[src/rtl/bus_core_pkg.sv]
// rtl/bus_core_pkg.sv - shared ISA constants and field positions for bus_core_seq
package bus_core_pkg;

  typedef enum logic [1:0] {
    OP_IMM  = 2'b00,
    OP_ALU  = 2'b01,
    OP_COPY = 2'b10,
    OP_JUMP = 2'b11
  } opcode_e;

  typedef enum logic [2:0] {
    ALU_OR, ALU_NAND, ALU_NOR, ALU_AND, ALU_ADD, ALU_SUB, ALU_XOR, ALU_XNOR
  } alu_op_e;

  typedef enum logic [2:0] {
    CC_NEVER, CC_EQ, CC_LT, CC_LE, CC_ALWAYS, CC_NE, CC_GE, CC_GT
  } cond_e;

  localparam logic [2:0] IO_IDX  = 3'd7;
  localparam int         OPC_LSB = 6;
  localparam int         SRC_LSB = 3;
  localparam int         DST_LSB = 0;
  localparam int         IMM_W   = 6;

endpackage

[src/rtl/bus_core_seq_if.sv]
// rtl/bus_core_seq_if.sv - ROM fetch and I/O handshake bundle of bus_core_seq
interface bus_core_seq_if #(
  parameter int DATA_W = 8,
  parameter int PC_W   = 8
);
  logic              run;
  logic [PC_W-1:0]   code_addr_out;
  logic [7:0]        code_in;
  logic [DATA_W-1:0] in_data;
  logic              in_valid;
  logic              in_ready;
  logic [DATA_W-1:0] out_data;
  logic              out_valid;
  logic              out_ready;

  modport master (
    input  run, code_in, in_data, in_valid, out_ready,
    output code_addr_out, in_ready, out_data, out_valid
  );

  modport slave (
    output run, code_in, in_data, in_valid, out_ready,
    input  code_addr_out, in_ready, out_data, out_valid
  );
endinterface

[src/rtl/bus_alu_cond.sv]
// rtl/bus_alu_cond.sv - combinational ALU and signed jump condition on R3
module bus_alu_cond
  import bus_core_pkg::*;
#(
  parameter int DATA_W = 8
) (
  input  logic [DATA_W-1:0] i_r1,
  input  logic [DATA_W-1:0] i_r2,
  input  logic [DATA_W-1:0] i_r3,
  input  logic [2:0]        i_op,
  input  logic [2:0]        i_cond,
  output logic [DATA_W-1:0] o_alu,
  output logic              o_jump_taken
);
  logic w_zero;
  logic w_neg;

  assign w_zero = (i_r3 == '0);
  assign w_neg  = i_r3[DATA_W-1];

  always_comb begin
    o_alu = '0;
    case (alu_op_e'(i_op))
      ALU_OR:   o_alu = i_r1 | i_r2;
      ALU_NAND: o_alu = ~(i_r1 & i_r2);
      ALU_NOR:  o_alu = ~(i_r1 | i_r2);
      ALU_AND:  o_alu = i_r1 & i_r2;
      ALU_ADD:  o_alu = i_r1 + i_r2;
      ALU_SUB:  o_alu = i_r1 - i_r2;
      ALU_XOR:  o_alu = i_r1 ^ i_r2;
      ALU_XNOR: o_alu = ~(i_r1 ^ i_r2);
    endcase
  end

  always_comb begin
    o_jump_taken = 1'b0;
    case (cond_e'(i_cond))
      CC_NEVER:  o_jump_taken = 1'b0;
      CC_EQ:     o_jump_taken = w_zero;
      CC_LT:     o_jump_taken = w_neg;
      CC_LE:     o_jump_taken = w_neg | w_zero;
      CC_ALWAYS: o_jump_taken = 1'b1;
      CC_NE:     o_jump_taken = ~w_zero;
      CC_GE:     o_jump_taken = ~w_neg;
      CC_GT:     o_jump_taken = ~w_neg & ~w_zero;
    endcase
  end
endmodule

[src/rtl/bus_core_seq.sv]
// rtl/bus_core_seq.sv - single-cycle 4-class core with PC, I/O handshakes and stalls
module bus_core_seq
  import bus_core_pkg::*;
#(
  parameter int DATA_W = 8,
  parameter int PC_W   = 8
) (
  input  logic           clk,
  input  logic           rst,
  bus_core_seq_if.master bus
);
  logic [DATA_W-1:0] r_regs [7];
  logic [DATA_W-1:0] r_out_data;
  logic              r_out_valid;
  logic [PC_W-1:0]   r_pc;

  opcode_e           w_opc;
  logic [2:0]        w_src;
  logic [2:0]        w_dst;
  logic              w_is_copy;
  logic              w_stall_in;
  logic              w_stall_out;
  logic              w_exec;
  logic [DATA_W-1:0] w_src_val;
  logic [DATA_W-1:0] w_alu;
  logic              w_taken;

  assign w_opc     = opcode_e'(bus.code_in[OPC_LSB +: 2]);
  assign w_src     = bus.code_in[SRC_LSB +: 3];
  assign w_dst     = bus.code_in[DST_LSB +: 3];
  assign w_is_copy = (w_opc == OP_COPY);

  assign w_stall_in  = w_is_copy && (w_src == IO_IDX) && !bus.in_valid;
  assign w_stall_out = w_is_copy && (w_dst == IO_IDX) && r_out_valid && !bus.out_ready;
  assign w_exec      = bus.run && !w_stall_in && !w_stall_out;

  always_comb begin
    w_src_val = bus.in_data;
    if (w_src != IO_IDX) w_src_val = r_regs[w_src];
  end

  bus_alu_cond #(.DATA_W(DATA_W)) u_alu_cond (
    .i_r1         (r_regs[1]),
    .i_r2         (r_regs[2]),
    .i_r3         (r_regs[3]),
    .i_op         (w_dst),
    .i_cond       (w_dst),
    .o_alu        (w_alu),
    .o_jump_taken (w_taken)
  );

  assign bus.in_ready      = bus.run && w_is_copy && (w_src == IO_IDX) && !w_stall_out;
  assign bus.code_addr_out = r_pc;
  assign bus.out_data      = r_out_data;
  assign bus.out_valid     = r_out_valid;

  // Drain is independent of run/stall; an executing COPY to the port overrides it.
  always_ff @(posedge clk) begin
    if (rst) begin
      r_pc        <= '0;
      r_out_data  <= '0;
      r_out_valid <= 1'b0;
      for (int i = 0; i < 7; i++) r_regs[i] <= '0;
    end else begin
      if (r_out_valid && bus.out_ready) r_out_valid <= 1'b0;
      if (w_exec) begin
        r_pc <= r_pc + PC_W'(1);
        case (w_opc)
          OP_IMM:  r_regs[0] <= DATA_W'(bus.code_in[IMM_W-1:0]);
          OP_ALU:  r_regs[3] <= w_alu;
          OP_COPY: begin
            if (w_dst == IO_IDX) begin
              r_out_data  <= w_src_val;
              r_out_valid <= 1'b1;
            end else begin
              r_regs[w_dst] <= w_src_val;
            end
          end
          OP_JUMP: if (w_taken) r_pc <= PC_W'(r_regs[0]);
        endcase
      end
    end
  end
endmodule

[src/flat_wrapper.sv]
// flat-port wrapper written by rule: the top's interface ports become plain ports
module bus_core_seq_flat import bus_core_pkg::*;
#(
  parameter int DATA_W = 8,
  parameter int PC_W   = 8
)
  (clk, rst, bus_run, bus_code_in, bus_in_data, bus_in_valid, bus_out_ready, bus_code_addr_out, bus_in_ready, bus_out_data, bus_out_valid);
  bus_core_seq_if #(.DATA_W(DATA_W), .PC_W(PC_W)) bus_i ();
  input  logic clk;
  input  logic rst;
  input wire logic [$bits(bus_i.run)-1:0] bus_run;
  input wire logic [$bits(bus_i.code_in)-1:0] bus_code_in;
  input wire logic [$bits(bus_i.in_data)-1:0] bus_in_data;
  input wire logic [$bits(bus_i.in_valid)-1:0] bus_in_valid;
  input wire logic [$bits(bus_i.out_ready)-1:0] bus_out_ready;
  output wire logic [$bits(bus_i.code_addr_out)-1:0] bus_code_addr_out;
  output wire logic [$bits(bus_i.in_ready)-1:0] bus_in_ready;
  output wire logic [$bits(bus_i.out_data)-1:0] bus_out_data;
  output wire logic [$bits(bus_i.out_valid)-1:0] bus_out_valid;
  assign bus_i.run = bus_run;
  assign bus_i.code_in = bus_code_in;
  assign bus_i.in_data = bus_in_data;
  assign bus_i.in_valid = bus_in_valid;
  assign bus_i.out_ready = bus_out_ready;
  assign bus_code_addr_out = bus_i.code_addr_out;
  assign bus_in_ready = bus_i.in_ready;
  assign bus_out_data = bus_i.out_data;
  assign bus_out_valid = bus_i.out_valid;
  bus_core_seq #(.DATA_W(DATA_W), .PC_W(PC_W)) u_core (.clk(clk), .rst(rst), .bus(bus_i));
endmodule
[config.mk]
export PLATFORM = sky130hd
export DESIGN_NAME = bus_core_seq_flat
export DESIGN_NICKNAME = d
export VERILOG_FILES = /design/src/rtl/bus_core_pkg.sv /design/src/rtl/bus_core_seq_if.sv /design/src/rtl/bus_alu_cond.sv /design/src/rtl/bus_core_seq.sv /design/src/flat_wrapper.sv
export SDC_FILE = /design/constraint.sdc
export NUM_CORES = 1
export LEC_CHECK = 0
export BUFFER_PORTS_ARGS = -buffer_cell sky130_fd_sc_hd__buf_2
export CAP_MARGIN = 15
export CORE_MARGIN = 4
export CORE_UTILIZATION = 40
export DETAILED_ROUTE_END_ITERATION = 8
export GPL_ROUTABILITY_DRIVEN = 0
export HOLD_SLACK_MARGIN = 0.06
export PLACE_DENSITY = 0.67
export SLEW_MARGIN = 20
export SYNTH_ARGS = -nofsm -noshare
export SYNTH_HDL_FRONTEND = slang
export SYNTH_HIERARCHICAL = 1
export SYNTH_SLANG_ARGS = --single-unit
[constraint.sdc]
create_clock -name clk -period 3.3 [get_ports clk]
set_input_delay 0.33 -clock clk [delete_from_list [all_inputs] [get_ports clk]]
set_output_delay 0.33 -clock clk [all_outputs]
set_load 0.005 [all_outputs]
==> impl_metrics.yaml <==
yosys:
  synth_fa_ha_area_share_pct: 6.815
  synth.most_common_cell: "nor2_1"
  syn_area_sq_um: 4883
  synth-simple-area-share_pct: 14.66
  yosys.area.top_type: "edfxtp_1"
  ys_seq_elements: 73
  ys_seq_area_share_pct: 39.76
  synth_nets: 518
  ys.flop_type: "edfxtp_1"
  syn_area_per_cell_sq_um: 10.37
  synth_edf_count: 48
  synth_compound_area_share_pct: 15.83
  ys_warn_count: 6
  async_flop_share_pct: 0
  synth_commonest_cells: "nor2_1 (54), edfxtp_1 (48), nand2_1 (34), dfxtp_1 (25), ha_1 (25)"
  synthXorXnorAreaFrac_pct: 4.484
  syn_inst: 471
  synth.mux.area_fraction_pct: 12.73
  synth_top_family_by_area: "compound AO/OA/AOI/OAI gates"
  ys_top_cells_by_area: "edfxtp_1 (30%), dfxtp_1 (10%), mux4_2 (7.4%)"
  synth_top_area_share_pct: 29.52
  yosysUniqueCellTypes: 68
global_route:
  met1_usage_pct: 23.65
  grt_pass1_vias: 3752
  grt_util_all_layers_pct: 18.66
  met3_usage_pct: 2.919
  grt_pass1_wl_microns: 20400
  top_usage_layer: "met2"
  grt.overflow.total: 0
  grt_antenna_before_repair: 0
  grt_max_degree: 36
  grtUsageMet2_pct: 31.58
clock_network:
  clkTransAtPathRegs_ps: 60
  cts.htree.levels: 3
  cts_sinks: 73
  cts-hold-fix-buffers: 0
  clockBufferDepth: 2
  clock_latency_ps: 330
  cts_tree: "done"
  cts_resized: 0
  clockRootBuffer: "clkbuf_16"
  numCtsBuffers: 9
  postCtsSetupRepairBufs: 0
drt:
  dr_total_vias: 3867
  drtPass1Iterations: 5
  remaining_drc_errors: 0
  wl_per_cell_microns: 19.75
  viasPerCell: 5.798
  wirelength_microns: 13170
  ant_nets: 0
  first_iter_violations: 472
power_and_ir_drop:
  p_per_area_nw_per_um2: 432.8
  p_leak_nw: 2.129
  peakVddDrop_uv: 220.2
timing:
  finalCritPeriodShare_pct: 92.88
  fmax_mhz: 326.3
  fin_tns_setup_ps: 0
  slew_violations: 0
  rsz0062_at_grt: "false"
  worst_slew_pin_slew_ps: 762.3
  fin_skew_ps: 6.152
  min_period_ps: 3065
  finalSetupViolations: 0
  hold_viol: 0
  relSlewSlack_pct: 48.96
cells_and_area:
  fin_nets: 562
  n_fill_cell: 1113
  stdcell_count: 667
  syn2layout_area_growth_pct: 13.71
  drive_gt1_share_pct: 25.19
  antenna_cells: 0
die:
  start_util_pct: 40.83
  dieArea_sq_um: 14040
  die_x_microns: 118.5
  core_sq_um: 11960
  fp.dieH_microns: 118.5
  rows: 40
  pin_count: 39
critical_path:
  worstPathRequired_ps: 3370
  arrival_ps: 3130
  cp-end-kind: "flip-flop"
  start_kind: "flip-flop"
  crit_type: "flip-flop to flip-flop"
  path_max_fanout: 5
placed_design:
  portBuffers: 38
  placedCellCount: 651
  dp_hpwl_microns: 9659
min_path:
  worst_hold_path_type: "primary input to flip-flop"
flow_run:
  drv_cap: 0
status:
  status: "completed"
## cell usage in the layout, fill, tap and decap left out, types with 3 or more instances in the layout
| cell type | instances |
|---|---|
| nor2_1 | 54 |
| edfxtp_1 | 48 |
| buf_2 | 38 |
| nand2_1 | 34 |
| ha_1 | 25 |
| dfxtp_1 | 25 |
| inv_1 | 23 |
| a21oi_1 | 22 |
| buf_4 | 21 |
| xnor2_1 | 19 |
| a211oi_1 | 17 |
| mux4_2 | 16 |
| o21ai_0 | 15 |
| mux2i_1 | 13 |
| nor2b_1 | 11 |
| clkbuf_16 | 9 |
| o21a_2 | 8 |
| inv_2 | 8 |
| mux2_2 | 8 |
| a21oi_2 | 8 |
| nand3_1 | 6 |
| xor2_1 | 6 |
| a32o_1 | 5 |
| nor3_1 | 4 |
| o22ai_1 | 4 |
| nand2b_1 | 4 |
| clkinv_1 | 3 |
| and3_1 | 3 |
| or4_1 | 3 |
| mux2i_2 | 3 |
| a21o_1 | 3 |
| o31ai_1 | 3 |
| o211ai_1 | 3 |
## sequential cells by signal, summed over array words and instances, names as in the netlist
signal                    cells
u_core/bus.out_data           8
u_core/r_regs                56
u_core/bus.code_addr_out      8
u_core/bus.out_valid          1
## worst max-delay path, cell delays in order, from the launching register on
cell and delay (ps):
edfxtp_1 390, inv_1 100, ha_1 240, mux2_2 290, inv_1 60, ha_1 210, nand2b_1 100, a21boi_0 100
or3_1 310, a31oi_1 160, a21oi_1 90, mux2_2 280, nand2_1 100, o21a_2 280, nor2_1 80
## final cells by class
type,count,area (sq um),share of cell area [%]
repair buffers,59,347.8,6.264
well taps,147,183.9,3.312
multi-input cells,339,2668,48.04
clock buffers,10,229.0,4.123
inverters,33,123.9,2.231
flip-flops and latches,73,1942,34.97
clock inverters,6,58.81,1.059
## layer usage
layer  vias to the layer above  wire length [microns]
met3                        33                    903
met4                         0                    488
li1                       1830                      -
met5                         -                      0
met1                      1841                   5419
met2                       163                   6360
## report_power, final
| part | switching (mW) | internal, mW | leakage [nW] |
|---|---|---|---|
| combinational | 0.238 | 0.177 | 1.29 |
| sequential | 0.0314 | 1.01 | 0.699 |
| clock | 0.365 | 0.580 | 0.136 |
| total | 0.634 | 1.77 | 2.13 |
## final timing paths
kind | start | to | slack, ps | cells past startpoint
setup / recovery | u_core/r_regs[2][0] | u_core/r_regs[3][3] | 230 | 14
hold / removal | bus_out_ready | u_core/bus.out_valid | 370 | 4
setup reg to reg | u_core/r_regs[2][0] | u_core/r_regs[3][3] | 230 | 14
hold reg to reg | u_core/bus.out_data[6] | u_core/bus.out_data[6] | 500 | 2
## cell families after synthesis
family | Yosys count
adder cells (fa/ha/maj) | 26
buffers and inverters | 59
AO/OA/AOI/OAI | 108
multiplexers | 40
flip-flops | 73
XOR/XNOR | 25
AND/OR/NAND/NOR | 140
## per-stage QoR
stage | power, mW | instance area [sq um] | utilization (%) | hold slack (ps) | setup WS (ps)
after floorplan | 1.343 | 4883 | - | 487.9 | 260.0
after global placement | 1.462 | 5260 | 43.97 | 490.5 | 178.5
after detailed placement | 1.473 | 5260 | 43.97 | 490.6 | 146.6
after CTS | 2.418 | 5548 | 46.38 | 355.4 | 172.7
after global routing | 2.492 | 5553 | 46.42 | 368.2 | 30.75
final | 2.404 | 5553 | 46.42 | 367.1 | 234.9
(Power assumes the default switching activity.)
